### src/rtl/if_stage_if.sv
// if_stage_if: bus bundle of the instruction-fetch stage -- pipeline control,
// IF/ID output slot and the req/done fetch handshake with the memory controller.
interface if_stage_if;
  logic        stall_in;
  logic        jump_in;
  logic [31:0] jump_pc_in;
  logic        mem_req_out;
  logic [31:0] mem_addr_out;
  logic        mem_done_in;
  logic [31:0] mem_data_in;
  logic [31:0] pc_out;
  logic [31:0] instru_out;
  logic        valid_out;
  logic        stallfrom_if;

  modport master (
    input  stall_in, jump_in, jump_pc_in, mem_done_in, mem_data_in,
    output mem_req_out, mem_addr_out, pc_out, instru_out, valid_out, stallfrom_if
  );

  modport slave (
    output stall_in, jump_in, jump_pc_in, mem_done_in, mem_data_in,
    input  mem_req_out, mem_addr_out, pc_out, instru_out, valid_out, stallfrom_if
  );
endinterface

### src/rtl/if_stage.sv
// if_stage: instruction-fetch stage; owns the PC, fetches words over req/done and
// fills the IF/ID slot. Optional direct-mapped I-cache is enabled with `define ICACHE_EN.
module if_stage #(
  parameter logic [31:0] RESET_PC     = 32'h0000_0000,
  parameter int          ICACHE_LINES = 64
) (
  input  logic       clk_in,
  input  logic       rst_in,
  if_stage_if.master bus
);

  typedef enum logic [1:0] {
    ST_IDLE     = 2'd0,
    ST_WAIT_MEM = 2'd1,
    ST_DROP     = 2'd2
  } state_t;

  state_t      state_r;
  state_t      state_nxt_s;
  logic [31:0] pc_r;
  logic [31:0] pc_out_r;
  logic [31:0] instru_r;
  logic        valid_r;
  logic        mem_req_s;

  logic        slot_free_s;
  logic [31:0] pc_inc_s;
  logic [31:0] jump_tgt_s;
  logic        fill_s;
  logic        hit_s;
  logic [31:0] hit_data_s;

  assign slot_free_s = ~valid_r | ~bus.stall_in;
  assign pc_inc_s    = pc_r + 32'd4;
  assign jump_tgt_s  = bus.jump_pc_in & 32'hFFFF_FFFC;
  // Only a clean WAIT_MEM completion is trusted; a redirect in the same cycle makes it stale.
  assign fill_s      = (state_r == ST_WAIT_MEM) & bus.mem_done_in & ~bus.jump_in;

`ifdef ICACHE_EN
  localparam int IDX_W = $clog2(ICACHE_LINES);
  localparam int TAG_W = 30 - IDX_W;

  logic [ICACHE_LINES-1:0] cvalid_r;
  logic [TAG_W-1:0]        ctag_r  [ICACHE_LINES];
  logic [31:0]             cdata_r [ICACHE_LINES];
  logic [IDX_W-1:0]        idx_s;
  logic [TAG_W-1:0]        tag_s;

  assign idx_s      = pc_r[IDX_W+1:2];
  assign tag_s      = pc_r[31:IDX_W+2];
  assign hit_s      = ~bus.jump_in & cvalid_r[idx_s] & (ctag_r[idx_s] == tag_s);
  assign hit_data_s = cdata_r[idx_s];

  // Cache line valid bits: cleared by reset, set on fill.
  always_ff @(posedge clk_in or negedge rst_in) begin
    if (!rst_in) begin
      cvalid_r <= {ICACHE_LINES{1'b0}};
    end else if (fill_s) begin
      cvalid_r[idx_s] <= 1'b1;
    end else begin
      cvalid_r <= cvalid_r;
    end
  end

  // Cache tag/data storage, qualified by the valid bits so no reset is needed.
  always_ff @(posedge clk_in) begin
    if (fill_s) begin
      ctag_r[idx_s]  <= tag_s;
      cdata_r[idx_s] <= bus.mem_data_in;
    end
  end
`else
  logic cfg_unused_s;

  assign cfg_unused_s = (ICACHE_LINES > 0);
  assign hit_s        = 1'b0;
  assign hit_data_s   = 32'h0000_0000;
`endif

  // State register.
  always_ff @(posedge clk_in or negedge rst_in) begin
    if (!rst_in) begin
      state_r <= ST_IDLE;
    end else begin
      state_r <= state_nxt_s;
    end
  end

  // Next-state logic; a redirect outranks every other event.
  always_comb begin
    state_nxt_s = state_r;
    case (state_r)
      ST_IDLE: begin
        if (bus.jump_in) begin
          state_nxt_s = ST_IDLE;
        end else if (slot_free_s && !hit_s) begin
          state_nxt_s = ST_WAIT_MEM;
        end else begin
          state_nxt_s = ST_IDLE;
        end
      end
      ST_WAIT_MEM: begin
        if (bus.mem_done_in) begin
          state_nxt_s = ST_IDLE;
        end else if (bus.jump_in) begin
          state_nxt_s = ST_DROP;
        end else begin
          state_nxt_s = ST_WAIT_MEM;
        end
      end
      ST_DROP: begin
        if (bus.jump_in) begin
          state_nxt_s = ST_DROP;
        end else if (bus.mem_done_in) begin
          state_nxt_s = ST_IDLE;
        end else begin
          state_nxt_s = ST_DROP;
        end
      end
      default: begin
        state_nxt_s = ST_IDLE;
      end
    endcase
  end

  // Output decode: the request stays up for the whole transfer, including a dropped one.
  always_comb begin
    mem_req_s = 1'b0;
    case (state_r)
      ST_WAIT_MEM: mem_req_s = 1'b1;
      ST_DROP:     mem_req_s = 1'b1;
      default:     mem_req_s = 1'b0;
    endcase
  end

  // PC and IF/ID output slot.
  always_ff @(posedge clk_in or negedge rst_in) begin
    if (!rst_in) begin
      pc_r     <= RESET_PC;
      pc_out_r <= 32'h0000_0000;
      instru_r <= 32'h0000_0000;
      valid_r  <= 1'b0;
    end else if (bus.jump_in) begin
      pc_r    <= jump_tgt_s;
      valid_r <= 1'b0;
    end else begin
      case (state_r)
        ST_IDLE: begin
          if (slot_free_s && hit_s) begin
            instru_r <= hit_data_s;
            pc_out_r <= pc_r;
            valid_r  <= 1'b1;
            pc_r     <= pc_inc_s;
          end else if (slot_free_s) begin
            valid_r <= 1'b0;
          end else begin
            valid_r <= valid_r;
          end
        end
        ST_WAIT_MEM: begin
          if (bus.mem_done_in) begin
            instru_r <= bus.mem_data_in;
            pc_out_r <= pc_r;
            valid_r  <= 1'b1;
            pc_r     <= pc_inc_s;
          end else begin
            valid_r <= 1'b0;
          end
        end
        default: begin
          valid_r <= 1'b0;
        end
      endcase
    end
  end

  assign bus.mem_req_out  = mem_req_s;
  assign bus.mem_addr_out = pc_r;
  assign bus.pc_out       = pc_out_r;
  assign bus.instru_out   = instru_r;
  assign bus.valid_out    = valid_r;
  assign bus.stallfrom_if = ~valid_r;

endmodule

### src/flat_wrapper.sv
// flat-port wrapper written by rule: the top's interface ports become plain ports
module if_stage_flat 
#(
  parameter logic [31:0] RESET_PC     = 32'h0000_0000,
  parameter int          ICACHE_LINES = 64
)
  (clk_in, rst_in, bus_stall_in, bus_jump_in, bus_jump_pc_in, bus_mem_done_in, bus_mem_data_in, bus_mem_req_out, bus_mem_addr_out, bus_pc_out, bus_instru_out, bus_valid_out, bus_stallfrom_if);
  if_stage_if bus_i ();
  input  logic clk_in;
  input  logic rst_in;
  input wire logic [$bits(bus_i.stall_in)-1:0] bus_stall_in;
  input wire logic [$bits(bus_i.jump_in)-1:0] bus_jump_in;
  input wire logic [$bits(bus_i.jump_pc_in)-1:0] bus_jump_pc_in;
  input wire logic [$bits(bus_i.mem_done_in)-1:0] bus_mem_done_in;
  input wire logic [$bits(bus_i.mem_data_in)-1:0] bus_mem_data_in;
  output wire logic [$bits(bus_i.mem_req_out)-1:0] bus_mem_req_out;
  output wire logic [$bits(bus_i.mem_addr_out)-1:0] bus_mem_addr_out;
  output wire logic [$bits(bus_i.pc_out)-1:0] bus_pc_out;
  output wire logic [$bits(bus_i.instru_out)-1:0] bus_instru_out;
  output wire logic [$bits(bus_i.valid_out)-1:0] bus_valid_out;
  output wire logic [$bits(bus_i.stallfrom_if)-1:0] bus_stallfrom_if;
  assign bus_i.stall_in = bus_stall_in;
  assign bus_i.jump_in = bus_jump_in;
  assign bus_i.jump_pc_in = bus_jump_pc_in;
  assign bus_i.mem_done_in = bus_mem_done_in;
  assign bus_i.mem_data_in = bus_mem_data_in;
  assign bus_mem_req_out = bus_i.mem_req_out;
  assign bus_mem_addr_out = bus_i.mem_addr_out;
  assign bus_pc_out = bus_i.pc_out;
  assign bus_instru_out = bus_i.instru_out;
  assign bus_valid_out = bus_i.valid_out;
  assign bus_stallfrom_if = bus_i.stallfrom_if;
  if_stage #(.RESET_PC(RESET_PC), .ICACHE_LINES(ICACHE_LINES)) u_core (.clk_in(clk_in), .rst_in(rst_in), .bus(bus_i));
endmodule
### config.mk
export PLATFORM = sky130hd
export DESIGN_NAME = if_stage_flat
export DESIGN_NICKNAME = d
export VERILOG_FILES = /design/src/rtl/if_stage_if.sv /design/src/rtl/if_stage.sv /design/src/flat_wrapper.sv
export SDC_FILE = /design/constraint.sdc
export NUM_CORES = 1
export LEC_CHECK = 0
export ABC_AREA = 1
export BUFFER_PORTS_ARGS = -buffer_cell sky130_fd_sc_hd__buf_2
export CAP_MARGIN = 15
export CORE_UTILIZATION = 52
export CTS_BUF_LIST = sky130_fd_sc_hd__clkbuf_2 sky130_fd_sc_hd__clkbuf_4 sky130_fd_sc_hd__clkbuf_8
export DETAILED_ROUTE_END_ITERATION = 10
export PLACE_DENSITY_LB_ADDON = 0.08
export RECOVER_POWER = 50
export SYNTH_ARGS = -nofsm -noshare
export SYNTH_HDL_FRONTEND = slang
export SYNTH_SLANG_ARGS = --single-unit
### constraint.sdc
create_clock -name clk_in -period 1.8 [get_ports clk_in]
set_clock_uncertainty 0.05 [all_clocks]
set_input_delay 0.18 -clock clk_in [delete_from_list [all_inputs] [get_ports clk_in]]
set_output_delay 0.18 -clock clk_in [all_outputs]
set_load 0.03 [all_outputs]
==> results.txt, run 1 <==
Final Cycle Share: 93.58%
vias in the first global route: 4479
# DRC: 0
CTS HTree Levels: 3
Rows: 34
Tmin final: 1.684 ns
placed cell area: 0.005722 mm²
Total Routing Usage GR: 28.67%
die height: 97.13 µm
vias per cell: 5.115
clock transition at the registers of the reported paths: 0.10 ns
vias: 4721
worst slew pin tran: 0.9385 ns
Routed Antenna Nets: 0
Finished Core Util: 72.53%
type of origin of the critical path: register
Hold Crit Class: in -> reg
hpwl dp: 9182 µm
ANT cells: 0
setup TNS: 0 ns
Synth Cell Area: 0.004706 mm²
PD cells: 1462 mW/mm²
#FFs+latches synth: 95
Fin. Hold Viols: 0
register area share after synthesis: 50.52%
clock sinks: 95
clk_lat worst skew: 0.37 ns
fin area: 0.006325 mm²
area added between synthesis and finish: 34.41%
Final Setup Violations: 0
dpl ws: 0.02220 ns
die area: 0.009434 mm²
Worst Setup End Kind: register
CP arrival: 1.89 ns
worst vdd ir: 0.0007630 V
Starting Density: 53.96%
CP required: 2.00 ns
leading cell types in the layout, fill and taps excluded: 233 x nand2_1, 115 x buf_2, 95 x dfrtp_1, 47 x inv_1, 45 x clkbuf_1
status: completed
nets: 884
Slew HR: 37.43%
Inserted Clock Buffers: 9
worst setup path category: reg -> reg
Detailed Route WL: 13240 µm
first-pass GRT wire length: 21690 µm
commonest non-fill, non-tap cell in the layout: nand2_1
I/O Buffers: 161
worst-path maximum fanout: 39
RSZ-0062 raised after global routing: no
initial antenna violation count: 0
pin count of the biggest net entering global routing: 41
TritonRoute pass-1 iters: 4
post-DR wirelength/cell: 14.35 µm
DRT iter0 DRCs: 290
number of max-cap violations: 0
GPL Wtd Cong: 0.9450
Yosys cell types: 34
Worst Slack Setup Final: 0.1156 ns
syn_area_per_cell: 7.830 µm²
# IOs: 168
GRT overflow: 0
CTS Buffer Depth: 2
die width: 97.13 µm
Root Driver: clkbuf_8
Yosys Warn Count: 0
CTS tree: done
Leakage: 3.199 nW
fmax: 593.7 MHz
Slew Limit Fails: 0
Core Region: 0.008721 mm²
Mapped Cells: 601
share of layout cells above drive strength 1: 22.94%
[through the flow]
stage	hold slack, ns	cells	power, mW
after CTS	0.002105	918	9.321
after global routing	0.01241	923	9.826
after floorplan	-0.1656	604	6.416
after global placement	0.1170	861	7.748
after detailed placement	0.1267	861	7.885
final	0.01339	923	9.245
[critical path, cell delays in order, from the launching register on]
cell	delay, ns
dfrtp_1	0.39
inv_1	0.11
ha_4	0.16
nand2_2	0.11
nor2_4	0.18
inv_2	0.08
buf_12	0.17
buf_12	0.18
nand2_1	0.06
o21ai_0	0.07
[path summary, 6_finish.rpt]
| kind | start | to | slack [ns] | depth (start not counted) |
|---|---|---|---|---|
| setup / recovery | u_core.state_r[1]$_DFF_PN0_ | u_core.bus.pc_out[6]$_DFFE_PN0P_ | 0.12 | 9 |
| hold / removal | bus_jump_pc_in[11] | u_core.bus.mem_addr_out[11]$_DFFE_PN0P_ | 0.01 | 3 |
| setup reg to reg | u_core.state_r[1]$_DFF_PN0_ | u_core.bus.pc_out[6]$_DFFE_PN0P_ | 0.12 | 9 |
| hold reg to reg | u_core.bus.instru_out[0]$_DFFE_PN0P_ | u_core.bus.instru_out[0]$_DFFE_PN0P_ | 0.43 | 2 |
| max in group asynchronous | rst_in | u_core.bus.instru_out[16]$_DFFE_PN0P_ | 0.54 | 3 |
| min in group asynchronous | rst_in | u_core.bus.instru_out[18]$_DFFE_PN0P_ | 0.42 | 2 |
[layer usage]
metal	track usage, %	up-vias	routed length [µm]
li1	-	2316	-
met1	39.45	2198	5952
met2	46.32	177	6257
met3	4.101	30	708
met4	10.68	0	323
met5	0	-	0
[registers in the layout (all words and copies together), names as in the netlist]
signal / cells
u_core.bus.instru_out: 32
u_core.bus.mem_addr_out: 30
u_core.bus.pc_out: 30
u_core.bus.valid_out: 1
u_core.state_r: 2
[power breakdown]
| part | internal, mW | switching, mW | leakage [nW] |
|---|---|---|---|
| combinational | 1.19 | 3.13 | 1.93 |
| sequential | 2.95 | 0.599 | 1.18 |
| clock | 0.534 | 0.844 | 0.0938 |
| total | 4.67 | 4.57 | 3.20 |
[cell usage after synthesis (all sizes together)]
| cell type | instances | area share [%] |
|---|---|---|
| o21ai | 41 | 4.4 |
| nand2 | 244 | 20 |
| o211ai | 8 | 1.3 |
| inv | 50 | 4.0 |
| xor2 | 2 | 0.37 |
| conb | 1 | 0.080 |
| xnor2 | 1 | 0.19 |
| nand3b | 4 | 0.64 |
| nand4 | 10 | 1.3 |
| buf | 17 | 2.0 |
| clkbuf | 10 | 0.80 |
| o31ai | 2 | 0.32 |
| a21oi | 3 | 0.32 |
| ha | 5 | 1.3 |
| a31oi | 3 | 0.40 |
| o21bai | 1 | 0.16 |
| o221ai | 1 | 0.19 |
| o21a | 3 | 0.48 |
| o2111ai | 3 | 0.56 |
| nor3 | 3 | 0.43 |
| nor2 | 59 | 6.3 |
| nand3 | 35 | 3.7 |
| dfrtp | 95 | 51 |
[kinds of logic after synthesis]
| logic type | share of synthesized area, % |
|---|---|
| other | 0.07969 |
| adder cells (fa/ha/maj) | 1.329 |
| AO/OA/AOI/OAI | 8.136 |
| AND/OR/NAND/NOR | 32.60 |
| buffers and inverters | 6.780 |
| XOR/XNOR | 0.5585 |
| flip-flops | 50.52 |
[layout make-up]
class / count / area (µm²)
clock buffers: 9 / 123.9
clock inverters: 7 / 65.06
fillers: 747 / 2396
inverters: 50 / 191.4
multi-input cells: 432 / 2046
flip-flops and latches: 95 / 2377
well taps: 108 / 135.1
repair buffers: 221 / 1381
repair inverters: 1 / 5.005
[timing repair]
item | CTS | global route
hold buffers | 41 | 0
setup endpoints to repair | 2 | 59
resized for setup | 1 | 6
buffers inserted | 0 | 4
cloned | 0 | 1
pin swaps | 0 | 4
hold endpoints to repair | 72 | 0
No activity file was read; power rests on OpenSTA's default activity.
==> run 2, diff against run 1 <==
--- a/config.mk
+++ b/config.mk
@@ -8,7 +8,7 @@
 export ABC_AREA = 1
 export BUFFER_PORTS_ARGS = -buffer_cell sky130_fd_sc_hd__buf_2
 export CAP_MARGIN = 15
-export CORE_UTILIZATION = 52
+export CORE_UTILIZATION = 47
 export CTS_BUF_LIST = sky130_fd_sc_hd__clkbuf_2 sky130_fd_sc_hd__clkbuf_4 sky130_fd_sc_hd__clkbuf_8
 export DETAILED_ROUTE_END_ITERATION = 10
 export PLACE_DENSITY_LB_ADDON = 0.08
==> constraint.sdc (replaced) <==
create_clock -name clk_in -period 1.4 [get_ports clk_in]
set_clock_uncertainty 0.05 [all_clocks]
set_input_delay 0.14 -clock clk_in [delete_from_list [all_inputs] [get_ports clk_in]]
set_output_delay 0.14 -clock clk_in [all_outputs]
set_load 0.03 [all_outputs]
==> run 2 against run 1 <==
  * The run now ends with negative setup slack left
  * Critical path depth is the same
  * Setup slack lost 0.32 ns
  * Sequential share of layout area shrank 7.0 points
  * Register-to-register slack lost 0.32 ns
  * Global-route usage grew 0.61 points
  * Largest power group unchanged
  * Highest routed layer unchanged
==> results.txt, run 2 (same netlist as run 1, synthesis figures left out) <==
Fin. Hold Viols: 0 (unchanged)
worst slew pin tran: 0.8656 ns (-0.07291 ns)
Worst Setup End Kind: register
Post-Layout Cell Count: 1034 (+12%)
CTS tree: done
share of layout cells above drive strength 1: 45.28% (+22 points)
fin area: 0.007863 mm² (+24%)
Inserted Clock Buffers: 9 (unchanged)
Worst Slack Setup Final: -0.2032 ns (-0.3188 ns)
first-pass GRT wire length: 23160 µm (+6.7%)
Slew HR: 42.29% (+4.9 points)
CP Launch Point: u_core.state_r[1]$_DFF_PN0_
Core Region: 0.009729 mm² (+12%)
Finished Core Util: 80.81% (+8.3 points)
clk_lat worst skew: 0.38 ns (about the same)
Slew Limit Fails: 0 (unchanged)
die width: 102.1 µm (+5.1%)
# DRC: 0 (unchanged)
Tmin final: 1.603 ns (-0.08120 ns)
Final Cycle Share: 114.5% (+21 points)
fmax: 623.7 MHz (+5.1%)
max reg flops: 32 (unchanged)
Root Driver: clkbuf_8
type of origin of the critical path: register
hpwl dp: 9730 µm (+6.0%)
area added between synthesis and finish: 67.08%
R2R depth: 9 (unchanged)
failing checks: negative setup slack
worst setup path category: reg -> reg
Starting Density: 48.37% (-5.6 points)
vias in the first global route: 4933 (+10%)
worst vdd ir: 0.001028 V (+35%)
commonest non-fill, non-tap cell in the layout: nand2_1
Routed Antenna Nets: 0 (unchanged)
initial antenna violation count: 0 (unchanged)
TritonRoute pass-1 iters: 5 (+1)
worst r2r src: u_core.state_r[1]$_DFF_PN0_
Final Setup Violations: 93 (+93)
FF-to-FF setup slack: -0.20 ns (-0.32 ns)
GRT overflow: 0 (unchanged)
Hold Startpoint: bus_jump_pc_in[26]
vias per cell: 5.168 (+1.0%)
I/O Buffers: 161 (unchanged)
Hold Crit Class: in -> reg
CTS Buffer Depth: 2 (unchanged)
pin count of the biggest net entering global routing: 96 (+130%)
DRT iter0 DRCs: 232 (-20%)
die height: 102.1 µm (+5.1%)
placed cell count: 940 (+9.2%)
CP arrival: 1.86 ns (-0.03 ns)
capturing point of the worst reg2reg path: u_core.bus.mem_addr_out[21]$_DFFE_PN0P_
GPL Wtd Cong: 0.9005 (-4.7%)
vias: 5344 (+13%)
CP required: 1.66 ns (-0.34 ns)
nets: 970 (+9.7%)
RSZ-0062 raised after global routing: yes
WHS: 0.01571 ns (+0.002319 ns)
Leakage: 4.012 nW (+25%)
post-DR wirelength/cell: 16.15 µm (+13%)
Detailed Route WL: 16700 µm (+26%)
Total Routing Usage GR: 29.27% (+0.61 points)
number of max-cap violations: 0 (unchanged)
# IOs: 168 (unchanged)
Rows: 36 (+5.9%)
leading cell types in the layout, fill and taps excluded: 200 x nand2_1, 158 x buf_2, 76 x dfrtp_1, 65 x buf_4, 49 x dlygate4sd3_1
status: finished with violations
CTS HTree Levels: 3 (unchanged)
worst-path maximum fanout: 8 (-79%)
placed cell area: 0.006205 mm² (+8.4%)
worst setup path end: u_core.bus.mem_addr_out[21]$_DFFE_PN0P_
ANT cells: 0 (unchanged)
clock transition at the registers of the reported paths: 0.10 ns (about the same)
clock sinks: 95 (unchanged)
PD cells: 1821 mW/mm² (+25%)
PnR Total Power: 14.32 mW (+55%)
die area: 0.01042 mm² (+10%)
[run 2: changes by cell type in the layout (fill, tap and decap cells not counted), moves of 22 or more]
cell and change:
buf_2 +43, buf_4 +53, clkbuf_1 -45, nand2_1 -33, nand2_2 +22, o21ai_0 -22
[run 2: how the worst min path moves through the flow]
stage                                         endpoint  slack [ns]  cells past startpoint
4_1_cts        u_core.bus.mem_addr_out[26]$_DFFE_PN0P_       0.003                      4
3_3_place_gp     u_core.bus.instru_out[27]$_DFFE_PN0P_        0.19                      2
2_1_floorplan     u_core.bus.instru_out[0]$_DFFE_PN0P_       -0.21                      0
6_report       u_core.bus.mem_addr_out[26]$_DFFE_PN0P_        0.02                      4
3_5_place_dp     u_core.bus.instru_out[28]$_DFFE_PN0P_        0.19                      2
5_1_grt        u_core.bus.mem_addr_out[26]$_DFFE_PN0P_        0.04                      4
[run 2: layer usage]
metal,part of all wire (%),GRT usage [%],wire [µm]
met5,0,0,0
met4,2.6,12.42,426
met3,6.6,5.198,1105
met2,51,50.23,8446
met1,40,36.38,6723
[run 2: layout make-up]
class,instances,area [µm²]
Clock buffer,10,137.6
Multi-Input combinational cell,432,2432
Inverter,50,202.7
Sequential cell,95,2401
Fill cell,614,1867
Clock inverter,6,116.4
Timing Repair Buffer,308,2406
Tap cell,133,166.4
[run 2: power breakdown]
group	internal (mW)	total (mW)	switching, mW
registers	3.82	4.61	0.784
logic	2.73	7.42	4.68
clock network	1.25	2.29	1.04
total	7.80	14.3	6.51
[run 2: per-stage QoR]
step,TNS (ns),setup slack [ns]
2_1_floorplan,-0.3117,-0.07160
3_3_place_gp,-1.576,-0.07968
3_5_place_dp,-6.003,-0.1523
4_1_cts,-7.758,-0.1372
5_1_grt,-15.21,-0.2704
6_report,-9.940,-0.2032
[run 2: repair_timing]
action	4_1_cts	5_1_grt
gates cloned	2	9
pin swaps	12	31
hold endpoints to repair	143	0
resized for setup	63	100
hold buffers	49	0
setup endpoints to repair	86	95
setup buffers	10	9
[run 2: worst max-delay path, cell delays in order, from the launching register on]
cell	delay, ns
dfrtp_1	0.40
inv_2	0.08
ha_4	0.15
nand2_4	0.07
nor2_4	0.13
buf_6	0.15
buf_12	0.16
buf_12	0.12
nand4_1	0.11
nand4_1	0.11
==> run 3, diff against run 2 <==
--- a/config.mk
+++ b/config.mk
@@ -6,11 +6,13 @@
 export NUM_CORES = 1
 export LEC_CHECK = 0
 export ABC_AREA = 1
+export ABC_CLOCK_PERIOD_IN_PS = 1400
 export BUFFER_PORTS_ARGS = -buffer_cell sky130_fd_sc_hd__buf_2
 export CAP_MARGIN = 15
 export CORE_UTILIZATION = 47
 export CTS_BUF_LIST = sky130_fd_sc_hd__clkbuf_2 sky130_fd_sc_hd__clkbuf_4 sky130_fd_sc_hd__clkbuf_8
 export DETAILED_ROUTE_END_ITERATION = 10
+export HOLD_SLACK_MARGIN = 0.06
 export PLACE_DENSITY_LB_ADDON = 0.08
 export RECOVER_POWER = 50
 export SYNTH_ARGS = -nofsm -noshare
==> run 3 against run 2 <==
  * The flow still finishes with violations (negative setup slack)
  * Setup slack better by 0.049 ns
  * Die area stayed put
  * Count of clock-buffer cells in the layout stayed put
  * Cell area is 1.0% higher
  * Fmax is 3.1% higher
  * Flip-flop and latch count stayed put
  * Sequential power hardly changed
  * Combinational power hardly changed
  * Clock power is 2% lower
  * Global-route usage is 0.60 points higher
  * Core utilization is 0.84 points higher
  * Critical path type unchanged
  * Largest cell class is now buffers
==> results.txt, run 3 (same netlist as run 1, synthesis figures left out) <==
max reg flops: 32 (unchanged)
hpwl dp: 9730 µm (unchanged)
Fin. Hold Viols: 0 (unchanged)
# fillers: 596 (-2.9%)
worst slew pin tran: 0.8963 ns (+0.03064 ns)
cell family with most CP delay: buffers and inverters
slowest stage delay, CP: 0.40 ns (about the same)
share of layout cells above drive strength 1: 43.83% (-1.5 points)
# DRC: 0 (unchanged)
Final Setup Violations: 93 (unchanged)
number of max-cap violations: 0 (unchanged)
worst r2r src: u_core.state_r[1]$_DFF_PN0_
fmax: 643.3 MHz (+3.1%)
first-pass GRT wire length: 23580 µm (+1.8%)
CTS HTree Levels: 3 (unchanged)
worst-path maximum fanout: 8 (unchanged)
initial antenna violation count: 0 (unchanged)
CTS Buffer Depth: 2 (unchanged)
# IOs: 168 (unchanged)
pin count of the biggest net entering global routing: 96 (unchanged)
CP arrival: 1.76 ns (-0.10 ns)
setup TNS: -7.966 ns (+1.974 ns)
dpl ws: -0.1523 ns (unchanged)
status: finished with violations
Hold EP: u_core.state_r[1]$_DFF_PN0_
CTS tree: done
GRT overflow: 0 (unchanged)
Final Cycle Share: 111.0% (-3.5 points)
ANT cells: 0 (unchanged)
Detailed Route WL: 16560 µm (-0.86%)
die area: 0.01042 mm² (unchanged)
failing checks: negative setup slack
PD cells: 1798 mW/mm² (-1.3%)
leading cell types in the layout, fill and taps excluded: 201 x nand2_1, 158 x buf_2, 76 x dfrtp_1, 67 x buf_4, 64 x dlygate4sd3_1
multi-input combinational cell area: 0.002411 mm² (-0.87%)
CP bufs+invs: 5 (+1)
Core Region: 0.009729 mm² (unchanged)
type of origin of the critical path: register
Post-Layout Cell Count: 1048 (+1.4%)
DRT iter0 DRCs: 290 (+25%)
Min-Delay Path Depth: 4 (unchanged)
RSZ-0062 raised after global routing: yes
Total Routing Usage GR: 29.88% (+0.60 points)
register area: 0.002401 mm² (unchanged)
worst setup path category: reg -> reg
area added between synthesis and finish: 68.81%
worst vdd ir: 0.001020 V (-0.77%)
clock transition at the registers of the reported paths: 0.10 ns (about the same)
placed cell area: 0.006205 mm² (unchanged)
TritonRoute pass-1 iters: 5 (unchanged)
Root Driver: clkbuf_8
clk_lat worst skew: 0.37 ns (about the same)
nets: 984 (+1.4%)
fin area: 0.007944 mm² (+1.0%)
die width: 102.1 µm (unchanged)
Tmin final: 1.555 ns (-0.04869 ns)
Leakage: 4.045 nW (+0.82%)
capturing point of the worst reg2reg path: u_core.bus.instru_out[4]$_DFFE_PN0P_
die height: 102.1 µm (unchanged)
R2R depth: 10 (+1)
clock sinks: 95 (unchanged)
Slew HR: 40.25% (-2.0 points)
FF-to-FF setup slack: -0.15 ns (+0.05 ns)
Worst Setup End Kind: register
Starting Density: 48.37% (unchanged)
CP required: 1.61 ns (-0.05 ns)
critical path's most frequent cell: buf_12
post-DR wirelength/cell: 15.80 µm (-2.2%)
Finished Core Util: 81.65% (+0.84 points)
Inserted Clock Buffers: 9 (unchanged)
PnR Total Power: 14.28 mW (-0.23%)
commonest non-fill, non-tap cell in the layout: nand2_1
CP cell instances: inv_2 > ha_4 > nand2_4 > nor2_4 > buf_12 > inv_16 > buf_12 > buf_12 > nand2_1 > nand2_1
Slew Limit Fails: 0 (unchanged)
Hold Startpoint: bus_mem_done_in
Routed Antenna Nets: 0 (unchanged)
Worst Slack Setup Final: -0.1545 ns (+0.04869 ns)
vias in the first global route: 5060 (+2.6%)
vias: 5292 (-0.97%)
Hold Crit Class: in -> reg
Critical-path top delay cell: dfrtp_1
vias per cell: 5.050 (-2.3%)
GPL Wtd Cong: 0.9005 (unchanged)
placed cell count: 940 (unchanged)
I/O Buffers: 161 (unchanged)
WHS: 0.06992 ns (+0.05421 ns)
Rows: 36 (unchanged)
-- run 3: cell count changes in the layout (fill, tap and decap cells not counted), sizes merged --
cell	delta
dlygate4sd3	+15
clkbuf	-2
buf	+1
-- run 3: timing repair --
| action | CTS | global route |
|---|---|---|
| gates resized for setup | 63 | 93 |
| hold endpoints to repair | 158 | 0 |
| setup endpoints to repair | 86 | 95 |
| cloned | 2 | 7 |
| setup buffers | 10 | 10 |
| pin swaps | 12 | 24 |
| hold buffers | 64 | 0 |
-- run 3: worst max path at each step --
stage / from / to / slack, ns / cells past startpoint
detailed placement: u_core.state_r[1]$_DFF_PN0_ / u_core.bus.mem_addr_out[15]$_DFFE_PN0P_ / -0.15 / 8
global placement: u_core.state_r[1]$_DFF_PN0_ / u_core.bus.mem_addr_out[15]$_DFFE_PN0P_ / -0.08 / 8
finish: u_core.state_r[1]$_DFF_PN0_ / u_core.bus.instru_out[4]$_DFFE_PN0P_ / -0.15 / 10
floorplan: u_core.bus.mem_addr_out[2]$_DFFE_PN0P_ / u_core.bus.mem_addr_out[26]$_DFFE_PN0P_ / -0.07 / 8
CTS: u_core.state_r[1]$_DFF_PN0_ / u_core.bus.pc_out[9]$_DFFE_PN0P_ / -0.14 / 8
global route: u_core.state_r[1]$_DFF_PN0_ / u_core.bus.mem_addr_out[27]$_DFFE_PN0P_ / -0.21 / 11
-- run 3: layout make-up --
| class | instances | share of cell area (%) |
|---|---|---|
| Timing Repair Buffer | 322 | 31.53 |
| Multi-Input combinational cell | 432 | 30.35 |
| Sequential cell | 95 | 30.23 |
| Inverter | 50 | 2.599 |
| Tap cell | 133 | 2.095 |
| Clock buffer | 10 | 1.733 |
| Clock inverter | 6 | 1.465 |
-- run 3: report_power, final --
group          internal [mW]  leakage (nW)  switching (mW)
Clock                   1.25         0.121            1.01
Combinational           2.73          2.77            4.67
Sequential              3.82          1.15           0.805
Total                   7.80          4.05            6.48
-- run 3: layer usage --
metal | track usage [%] | vias up | share of wire [%]
met1 | 36.16 | 2528 | 41
li1 | - | 2528 | -
met2 | 52.40 | 196 | 50
met5 | 0 | - | 0
met4 | 12.42 | 0 | 2.7
met3 | 5.472 | 40 | 5.8
-- run 3: tightest hold or removal path, stage by stage --
cell	delay, ns
buf_2	0.12
inv_1	0.06
nand3_1	0.07
a21oi_1	0.07
